`src/rtl/serial_rx_if.sv`:
```
// Serial receiver port bundle: line input plus received word and status pulses.
// master = line driver / word consumer, slave = receiver.
interface serial_rx_if #(
    parameter int SIZE = 8
);
    logic            SerIn;
    logic [SIZE-1:0] DataOut;
    logic            Valid;
    logic            FrameErr;
    logic            ParErr;
    logic            Busy;

    modport master (
        output SerIn,
        input  DataOut, Valid, FrameErr, ParErr, Busy
    );

    modport slave (
        input  SerIn,
        output DataOut, Valid, FrameErr, ParErr, Busy
    );
endinterface

```
`src/rtl/serial_rx.sv`:
```
// Oversampling serial receiver: start, SIZE data bits MSB first, stop.
// Define SERIAL_RX_PARITY_EN to add an even-parity bit between data and stop.
module serial_rx #(
    parameter int SIZE = 8,
    parameter int DIV  = 16
) (
    input  logic        Clk,
    input  logic        Rst,
    serial_rx_if.slave  bus
);
    localparam int CW = $clog2(DIV);
    localparam int BW = (SIZE > 1) ? $clog2(SIZE) : 1;
    localparam logic [CW-1:0] HALF_M1  = CW'(DIV / 2 - 1);
    localparam logic [CW-1:0] FULL_M1  = CW'(DIV - 1);
    localparam logic [BW-1:0] LAST_BIT = BW'(SIZE - 1);

`ifdef SERIAL_RX_PARITY_EN
    typedef enum logic [2:0] {ST_IDLE, ST_START, ST_DATA, ST_PARITY, ST_STOP} state_t;
`else
    typedef enum logic [2:0] {ST_IDLE, ST_START, ST_DATA, ST_STOP} state_t;
`endif

    state_t          state_q, state_d;
    logic            sync1_q, sync2_q, s_prev_q;
    logic [CW-1:0]   cnt_q, cnt_d;
    logic [BW-1:0]   bit_q, bit_d;
    logic [SIZE-1:0] shift_q, shift_d;
    logic [SIZE-1:0] data_q, data_d;
    logic            valid_q, valid_d;
    logic            ferr_q, ferr_d;
    logic            busy_q, busy_d;
    logic            s;
`ifdef SERIAL_RX_PARITY_EN
    logic            par_bad_q, par_bad_d;
    logic            perr_q, perr_d;
`endif

    assign s = sync2_q;

    always_comb begin
        state_d = state_q;
        cnt_d   = cnt_q;
        bit_d   = bit_q;
        shift_d = shift_q;
        data_d  = data_q;
        valid_d = 1'b0;
        ferr_d  = 1'b0;
`ifdef SERIAL_RX_PARITY_EN
        par_bad_d = par_bad_q;
        perr_d    = 1'b0;
`endif
        case (state_q)
            ST_IDLE: begin
                cnt_d = '0;
                if (s_prev_q && !s) begin
                    state_d = ST_START;
                    bit_d   = '0;
                end
            end
            ST_START: begin
                if (cnt_q == HALF_M1) begin
                    cnt_d   = '0;
                    state_d = s ? ST_IDLE : ST_DATA;
                end else begin
                    cnt_d = cnt_q + 1'b1;
                end
            end
            ST_DATA: begin
                if (cnt_q == FULL_M1) begin
                    cnt_d   = '0;
                    shift_d = SIZE'({shift_q, s});
                    if (bit_q == LAST_BIT) begin
                        bit_d = '0;
`ifdef SERIAL_RX_PARITY_EN
                        state_d = ST_PARITY;
`else
                        state_d = ST_STOP;
`endif
                    end else begin
                        bit_d = bit_q + 1'b1;
                    end
                end else begin
                    cnt_d = cnt_q + 1'b1;
                end
            end
`ifdef SERIAL_RX_PARITY_EN
            ST_PARITY: begin
                if (cnt_q == FULL_M1) begin
                    cnt_d     = '0;
                    par_bad_d = ^{shift_q, s};
                    state_d   = ST_STOP;
                end else begin
                    cnt_d = cnt_q + 1'b1;
                end
            end
`endif
            ST_STOP: begin
                if (cnt_q == FULL_M1) begin
                    cnt_d   = '0;
                    state_d = ST_IDLE;
                    // A low stop bit outranks a parity mismatch.
                    if (!s) begin
                        ferr_d = 1'b1;
`ifdef SERIAL_RX_PARITY_EN
                    end else if (par_bad_q) begin
                        perr_d = 1'b1;
`endif
                    end else begin
                        valid_d = 1'b1;
                        data_d  = shift_q;
                    end
                end else begin
                    cnt_d = cnt_q + 1'b1;
                end
            end
            default: begin
                state_d = ST_IDLE;
                cnt_d   = '0;
            end
        endcase
        busy_d = (state_d != ST_IDLE);
    end

    always_ff @(posedge Clk or posedge Rst) begin
        if (Rst) begin
            state_q  <= ST_IDLE;
            sync1_q  <= 1'b1;
            sync2_q  <= 1'b1;
            s_prev_q <= 1'b1;
            cnt_q    <= '0;
            bit_q    <= '0;
            shift_q  <= '0;
            data_q   <= '0;
            valid_q  <= 1'b0;
            ferr_q   <= 1'b0;
            busy_q   <= 1'b0;
`ifdef SERIAL_RX_PARITY_EN
            par_bad_q <= 1'b0;
            perr_q    <= 1'b0;
`endif
        end else begin
            state_q  <= state_d;
            sync1_q  <= bus.SerIn;
            sync2_q  <= sync1_q;
            s_prev_q <= sync2_q;
            cnt_q    <= cnt_d;
            bit_q    <= bit_d;
            shift_q  <= shift_d;
            data_q   <= data_d;
            valid_q  <= valid_d;
            ferr_q   <= ferr_d;
            busy_q   <= busy_d;
`ifdef SERIAL_RX_PARITY_EN
            par_bad_q <= par_bad_d;
            perr_q    <= perr_d;
`endif
        end
    end

    assign bus.DataOut  = data_q;
    assign bus.Valid    = valid_q;
    assign bus.FrameErr = ferr_q;
    assign bus.Busy     = busy_q;
`ifdef SERIAL_RX_PARITY_EN
    assign bus.ParErr   = perr_q;
`else
    assign bus.ParErr   = 1'b0;
`endif
endmodule
```
`src/flat_wrapper.sv`:
```
// flat-port wrapper written by rule: the top's interface ports become plain ports
module serial_rx_flat 
#(
    parameter int SIZE = 8,
    parameter int DIV  = 16
)
  (Clk, Rst, bus_SerIn, bus_DataOut, bus_Valid, bus_FrameErr, bus_ParErr, bus_Busy);
  serial_rx_if #(.SIZE(SIZE)) bus_i ();
  input  logic Clk;
  input  logic Rst;
  input wire logic [$bits(bus_i.SerIn)-1:0] bus_SerIn;
  output wire logic [$bits(bus_i.DataOut)-1:0] bus_DataOut;
  output wire logic [$bits(bus_i.Valid)-1:0] bus_Valid;
  output wire logic [$bits(bus_i.FrameErr)-1:0] bus_FrameErr;
  output wire logic [$bits(bus_i.ParErr)-1:0] bus_ParErr;
  output wire logic [$bits(bus_i.Busy)-1:0] bus_Busy;
  assign bus_i.SerIn = bus_SerIn;
  assign bus_DataOut = bus_i.DataOut;
  assign bus_Valid = bus_i.Valid;
  assign bus_FrameErr = bus_i.FrameErr;
  assign bus_ParErr = bus_i.ParErr;
  assign bus_Busy = bus_i.Busy;
  serial_rx #(.SIZE(SIZE), .DIV(DIV)) u_core (.Clk(Clk), .Rst(Rst), .bus(bus_i));
endmodule
```
`config.mk`:
```
export PLATFORM = sky130hd
export DESIGN_NAME = serial_rx_flat
export DESIGN_NICKNAME = d
export VERILOG_FILES = /design/src/rtl/serial_rx_if.sv /design/src/rtl/serial_rx.sv /design/src/flat_wrapper.sv
export SDC_FILE = /design/constraint.sdc
export NUM_CORES = 1
export LEC_CHECK = 0
export ABC_AREA = 1
export CORE_MARGIN = 3
export CORE_UTILIZATION = 35
export CTS_CLUSTER_SIZE = 30
export DETAILED_ROUTE_END_ITERATION = 8
export SETUP_SLACK_MARGIN = 0.02
export SLEW_MARGIN = 20
export SYNTH_ARGS = -nofsm -noshare
export SYNTH_HDL_FRONTEND = slang
export SYNTH_SLANG_ARGS = --single-unit
export TNS_END_PERCENT = 5
```
`constraint.sdc`:
```
create_clock -name Clk -period 1.6 [get_ports Clk]
set_clock_uncertainty 0.2 [all_clocks]
set_input_delay 0.32 -clock Clk [delete_from_list [all_inputs] [get_ports Clk]]
set_output_delay 0.32 -clock Clk [all_outputs]
set_load 0.1 [all_outputs]
```
==> results.py, run 1 <==
metrics = {
    "clock_network": {
        "cts_tree": "done",
        "cts.sinks": 32,
        "cts_buffers": 5,
        "cts.path.max_buffers": 2,
        "cts_root_buf": "clkbuf_8",
        "clock_latency_ns": 0.29,
        "cts.htree.levels": 2,
        "clkTransAtPathRegs_ns": 0.07,
    },
    "sta": {
        "setup_violations": 0,
        "fin_hold_ws_ns": 0.1570,
        "period_share_pct": 94.36,
        "tns_ns": 0,
        "max_freq_mhz": 662.4,
        "min_period_ns": 1.510,
        "hold_viol_final": 0,
        "slew_viol_final": 0,
        "rsz0062_at_grt": "false",
    },
    "placed_design": {
        "portBuffers": 13,
        "dp_hpwl_um": 1626,
        "placed_cell_area_um2": 1668,
        "globalplace.congestion": 0.7477,
        "dp.cells": 193,
    },
    "die": {
        "dieArea_um2": 4701,
        "fp.coreArea_um2": 3716,
        "die_width_um": 68.57,
        "die_h_um": 68.57,
        "start_util_pct": 36.87,
        "rows": 22,
        "ioPinCount": 15,
    },
    "critical_path": {
        "r2r_setup_slack_ns": 0.09,
        "rr_worst_depth": 5,
        "startpoint_type": "register",
        "r2r-end": "u_core.shift_q[7]",
        "r2r-start": "u_core.cnt_q[0]",
        "worstSetupEndpointType": "register",
        "critPathLaunch": "u_core.cnt_q[0]",
        "critPathArrivalTime_ns": 1.47,
        "path_max_fanout": 9,
        "critPathKind": "register to register",
        "required_ns": 1.56,
    },
    "global_route": {
        "first_global_vias": 917,
        "antenna_found_initial": 0,
        "grt_overflow": 0,
        "track_usage_pct": 12.33,
        "grt_pass1_wl_um": 4112,
        "grt_max_degree": 33,
    },
    "pwr": {
        "p_seq_share_pct": 53.5,
        "pwr-share-comb_pct": 5.1,
        "cellPowerDensity_nw_per_um2": 866.5,
        "intPower_w": 0.001191,
        "switching_share_pct": 23.92,
        "power_switching_w": 0.0003744,
        "p_leak_nw": 0.8658,
        "ir_worst_vdd_mv": 0.5693,
        "clkPwrFrac_pct": 41.3,
    },
    "cells_and_area": {
        "final_nets": 161,
        "areaGrowthSynthToFinish_pct": 31.87,
        "multi_input_area_um2": 489.2,
        "final_design_area_no_fill_um2": 1807,
        "ff_latch_area_um2": 805.8,
        "num-fill-cells": 350,
        "num_antenna_cells": 0,
        "drive_gt1_share_pct": 29.49,
        "finalNonFillerCells": 204,
    },
    "yosys": {
        "synth_seq_cells": 32,
        "ys_types": 24,
        "synth-simple-area-share_pct": 22.37,
        "ys_seq_area_share_pct": 58.72,
        "synth_top_family_by_area": "simple AND/OR/NAND/NOR gates",
        "synth-xor-area-share_pct": 0.6393,
        "synth-compound-area-share_pct": 8.128,
        "syn_inst": 132,
        "avgSynthCellArea_um2": 10.38,
        "synth_fa_ha_area_share_pct": 2.740,
        "synthMuxAreaShare_pct": 0,
        "syn_area_um2": 1370,
        "yosysWarnings": 0,
    },
    "route": {
        "dr_total_vias": 956,
        "postRouteAntennaNets": 0,
        "dr.pass1.iters": 4,
        "drt-total-wl_um": 2540,
        "drc": 0,
        "viasPerCell": 4.686,
        "wl_per_cell_um": 12.45,
        "drt_iter0_markers": 32,
    },
    "job": {
        "maxCapViolCount": 0,
    },
    "hold_path": {
        "min_path_type": "primary input to asynchronous set/reset pin",
    },
    "outcome": {
        "status": "completed",
    },
}
[per-layer routing]
metal  part of all wire [%]  vias up  GRT usage (%)
li1                       -      463              -
met1                     43      461          13.90
met2                     49       24          20.38
met3                    5.6        8          4.700
met4                    2.2        0          5.955
met5                      0        -              0
[per-stage QoR]
stage,setup WS (ns),power (W),util (%)
finish,0.09027,0.001565,48.62
global route,0.009756,0.001631,48.62
CTS,0.03946,0.001585,48.11
detailed placement,0.03993,0.0009343,44.88
global placement,0.08744,0.0009325,44.88
floorplan,0.08316,0.0009044,-
[cell type report]
class | instances | share of cell area, %
clock buffers | 6 | 4.571
multi-input cells | 82 | 27.08
well taps | 48 | 3.324
flip-flops and latches | 32 | 44.60
inverters | 17 | 3.532
repair buffers | 17 | 16.34
clock inverters | 2 | 0.5540
[registers in the layout, summed over array words and instances (netlist names)]
name                 flops
u_core.bus.FrameErr      1
u_core.shift_q           8
u_core.cnt_q             4
u_core.s                 1
u_core.bit_q             3
u_core.bus.Busy          1
u_core.bus.Valid         1
u_core.sync1_q           1
u_core.state_q           3
u_core.s_prev_q          1
u_core.bus.DataOut       8
[layout by cell type (no fill, tap or decap), types with 2 or more instances in the layout]
master           synthesis  layout
dfrtp_1                 29      28
nand2_1                 27      27
inv_1                   15      15
buf_12                   0      13
nor2_1                  11      11
nand3_1                 11      11
o21ai_0                  9       9
o21ai_2                  7       7
clkbuf_8                 0       6
nor2_4                   2       3
dfstp_2                  3       3
inv_2                    2       2
ha_1                     3       2
conb_1                   1       2
clkinv_2                 0       2
clkdlybuf4s50_1          0       2
buf_4                    1       2
[synth_stat cells]
| cell | n | area (µm²) |
|---|---|---|
| o21ai_0 | 9 | 45.04 |
| o21ai_2 | 7 | 61.31 |
| nand3_1 | 11 | 55.05 |
| buf_8 | 1 | 15.01 |
| nand2_2 | 1 | 6.260 |
| nand2_1 | 27 | 101.4 |
| dfrtp_1 | 29 | 725.7 |
| ha_1 | 3 | 37.54 |
| nor2_8 | 1 | 20.02 |
| nor2_1 | 11 | 41.29 |
| nand3_2 | 1 | 10.01 |
| buf_6 | 1 | 11.26 |
| a21oi_1 | 1 | 5.000 |
| inv_2 | 2 | 7.510 |
| nand3_4 | 1 | 17.52 |
| nand4_4 | 1 | 21.27 |
| buf_4 | 1 | 7.510 |
| nor2_4 | 2 | 22.52 |
| nor3_1 | 1 | 5.000 |
| dfstp_2 | 3 | 78.83 |
| xor2_1 | 1 | 8.760 |
| inv_1 | 15 | 56.30 |
| nand4_1 | 1 | 6.260 |
| conb_1 | 1 | 3.750 |
[worst max-delay path by stage]
| stage | to | slack [ns] |
|---|---|---|
| 2_1_floorplan | u_core.bus.DataOut[0] | 0.08 |
| 6_report | u_core.shift_q[7] | 0.09 |
| 4_1_cts | u_core.shift_q[1] | 0.04 |
| 3_3_place_gp | u_core.bus.DataOut[6] | 0.09 |
| 5_1_grt | u_core.shift_q[2] | 0.01 |
| 3_5_place_dp | u_core.bus.DataOut[5] | 0.04 |
[worst max-delay path, cell delays in order (launching register included)]
cell,delay [ns]
dfrtp_1,0.38
ha_2,0.22
nand3_4,0.07
buf_4,0.19
nor2_4,0.21
o21ai_0,0.12
[cell families after synthesis]
logic type,Yosys count
AOI/OAI and AO/OA,17
xor gates and xnor gates,1
adders and majority gates,3
buffers and inverters,20
DFF,32
other,1
and+or+nand+nor,58
[power by group through the flow]
stage / Sequential [W] / Clock (W) / Combinational (W)
after floorplan: 0.000864 / 0 / 0.0000404
after global placement: 0.000852 / 0 / 0.0000805
after detailed placement: 0.000852 / 0 / 0.0000819
after CTS: 0.000837 / 0.000665 / 0.0000820
after global routing: 0.000839 / 0.000703 / 0.0000892
final: 0.000838 / 0.000647 / 0.0000805
[repair_timing]
item | CTS | global route
gates cloned | 0 | 1
pin swaps | 0 | 1
setup endpoints to repair | 1 | 17
hold buffers | 0 | 0
buffers inserted | 2 | 0
resized for setup | 0 | 3
endpoints found under the hold margin | 0 | 0
No activity file was read; power rests on OpenSTA's default activity.
==> inputs of run 2 (changes only) <==
--- a/config.mk
+++ b/config.mk
@@ -10,7 +10,7 @@
 export CORE_UTILIZATION = 35
 export CTS_CLUSTER_SIZE = 30
 export DETAILED_ROUTE_END_ITERATION = 8
-export SETUP_SLACK_MARGIN = 0.02
+export SETUP_SLACK_MARGIN = 0.2
 export SLEW_MARGIN = 20
 export SYNTH_ARGS = -nofsm -noshare
 export SYNTH_HDL_FRONTEND = slang
==> run 2 against run 1 <==
  * Worst setup slack better by 0.030 ns
  * Register-to-register slack better by 0.03 ns
  * Sequential share of layout area down 2.7 points
  * Sequential power about the same
==> results.py, run 2 (synthesis gave the netlist of run 1 again) <==
metrics = {
    "global_route": {
        "first_global_vias": 1030,
        "track_usage_pct": 13.71,
        "grt_max_degree": 33,
        "grt_overflow": 0,
        "antenna_found_initial": 0,
        "grt.busiest_layer": "met2",
        "met1_usage_pct": 17.01,
        "grt_pass1_wl_um": 4657,
        "grt_use_met3_pct": 4.376,
        "gr-usage-met2_pct": 21.93,
    },
    "sta": {
        "timing.final.ws_setup_ns": 0.1199,
        "fin_hold_ws_ns": 0.1591,
        "tns_ns": 0,
        "period_share_pct": 92.51,
        "max_freq_mhz": 675.6,
        "rsz0062_at_grt": "true",
        "setup_violations": 0,
        "slew_viol_final": 0,
        "min_period_ns": 1.480,
        "hold_viol_final": 0,
    },
    "critical_path": {
        "critPathArrivalTime_ns": 1.45,
        "critPathKind": "register to register",
        "r2r-end": "u_core.bus.DataOut[7]",
        "r2r_setup_slack_ns": 0.12,
        "required_ns": 1.57,
        "r2r-start": "u_core.cnt_q[0]",
        "rr_worst_depth": 7,
        "worstSetupEndpointType": "register",
        "startpoint_type": "register",
        "path_max_fanout": 8,
    },
    "die": {
        "fp.coreArea_um2": 3716,
        "dieArea_um2": 4701,
        "die_h_um": 68.57,
        "start_util_pct": 36.87,
        "rows": 22,
        "die_width_um": 68.57,
        "ioPinCount": 15,
    },
    "pwr": {
        "pwr-share-comb_pct": 5.7,
        "intPower_w": 0.001155,
        "totalPowerFinal_w": 0.001508,
        "cellPowerDensity_nw_per_um2": 782.9,
        "p_seq_share_pct": 55.6,
        "p_leak_nw": 0.8979,
        "ir_worst_vdd_mv": 0.5939,
        "clkPwrFrac_pct": 38.7,
        "power_switching_w": 0.0003531,
        "switching_share_pct": 23.41,
    },
    "hold_path": {
        "min_path_type": "register to register",
        "holdPathStages": 0,
        "min_to": "u_core.s",
        "min_from": "u_core.sync1_q",
    },
    "route": {
        "drc": 0,
        "viasPerCell": 4.776,
        "drt-total-wl_um": 2815,
        "dr_total_vias": 1003,
        "dr.pass1.iters": 4,
        "wl_per_cell_um": 13.40,
        "drt_iter0_markers": 43,
        "postRouteAntennaNets": 0,
    },
    "clock_network": {
        "cts_root_buf": "clkbuf_8",
        "clkTransAtPathRegs_ns": 0.06,
        "cts.htree.levels": 2,
        "cts_buffers": 5,
        "cts_tree": "done",
        "cts.path.max_buffers": 2,
        "ctsHoldBuffers": 0,
        "clock_latency_ns": 0.28,
        "cts.sinks": 32,
    },
    "cells_and_area": {
        "num-fill-cells": 316,
        "final_nets": 167,
        "finalNonFillerCells": 210,
        "final_common_cell": "dfrtp_1",
        "num_antenna_cells": 0,
        "areaGrowthSynthToFinish_pct": 40.64,
        "drive_gt1_share_pct": 38.89,
        "mostFrequentLayoutCells": "dfrtp_1 (27), nand2_1 (18), inv_1 (14)",
    },
    "placed_design": {
        "portBuffers": 13,
        "dp.cells": 193,
        "globalplace.congestion": 0.7985,
        "dp_hpwl_um": 1702,
        "pre_cts_ws_ns": 0.08975,
    },
    "job": {
        "maxCapViolCount": 0,
    },
    "outcome": {
        "status": "completed",
    },
}
## run 2: changes by cell type in the layout (fill, tap and decap cells not counted), moves of 2 or more
cell	before	now
nand2_1	27	18
clkbuf_1	0	2
nor2_1	11	9
nor2_4	3	6
inv_4	0	2
buf_4	2	4
nand2_2	1	9
## run 2: layout make-up
type                       instances  area (µm²)  share of cell area (%)
clock inverter                     1       5.005                  0.2597
tap                               48       60.06                   3.117
inverter                          17       68.82                   3.571
multi-input combinational         84       559.3                   29.03
clock buffer                       7       76.32                   3.961
sequential                        32       807.0                   41.88
timing repair buffer              21       350.3                   18.18
## run 2: power by group through the flow
stage / sequential [W] / combinational (W) / clock, W
3_5_place_dp: 0.000854 / 0.0000824 / 0
3_3_place_gp: 0.000852 / 0.0000801 / 0
4_1_cts: 0.000839 / 0.0000861 / 0.000604
2_1_floorplan: 0.000865 / 0.0000408 / 0
6_report: 0.000839 / 0.0000862 / 0.000583
5_1_grt: 0.000840 / 0.0000946 / 0.000645
## run 2: critical path, stage by stage, from the launching register on
cell	delay, ns
dfrtp_1	0.39
ha_4	0.17
nand3_4	0.10
inv_4	0.10
nand4_4	0.11
clkbuf_16	0.20
nand2_2	0.06
o21ai_2	0.05
## run 2: metrics by stage
stage	area, µm²	util [%]
after global routing	1927	51.85
after CTS	1841	49.53
after global placement	1685	45.35
after floorplan	1391	-
after detailed placement	1685	45.35
final	1927	51.85
## run 2: routing by layer
metal	wire [µm]	part of all wire, %
met5	0	0
met1	1167	41
met2	1444	51
met4	25	0.89
met3	177	6.3
## run 2: what timing repair did
item	4_1_cts	5_1_grt
endpoints found under the setup margin	31	34
gates cloned	3	1
gates resized for setup	5	16
pin swaps	2	6
setup buffers	2	3
## run 2: worst max-delay path by stage
stage                    start                    end  cells after the start
2_1_floorplan  u_core.cnt_q[0]  u_core.bus.DataOut[0]                      7
3_3_place_gp   u_core.cnt_q[0]  u_core.bus.DataOut[4]                      6
3_5_place_dp   u_core.cnt_q[0]  u_core.bus.DataOut[4]                      6
4_1_cts        u_core.cnt_q[1]      u_core.shift_q[7]                      6
5_1_grt        u_core.cnt_q[1]  u_core.bus.DataOut[5]                      7
6_report       u_core.cnt_q[0]  u_core.bus.DataOut[7]                      7
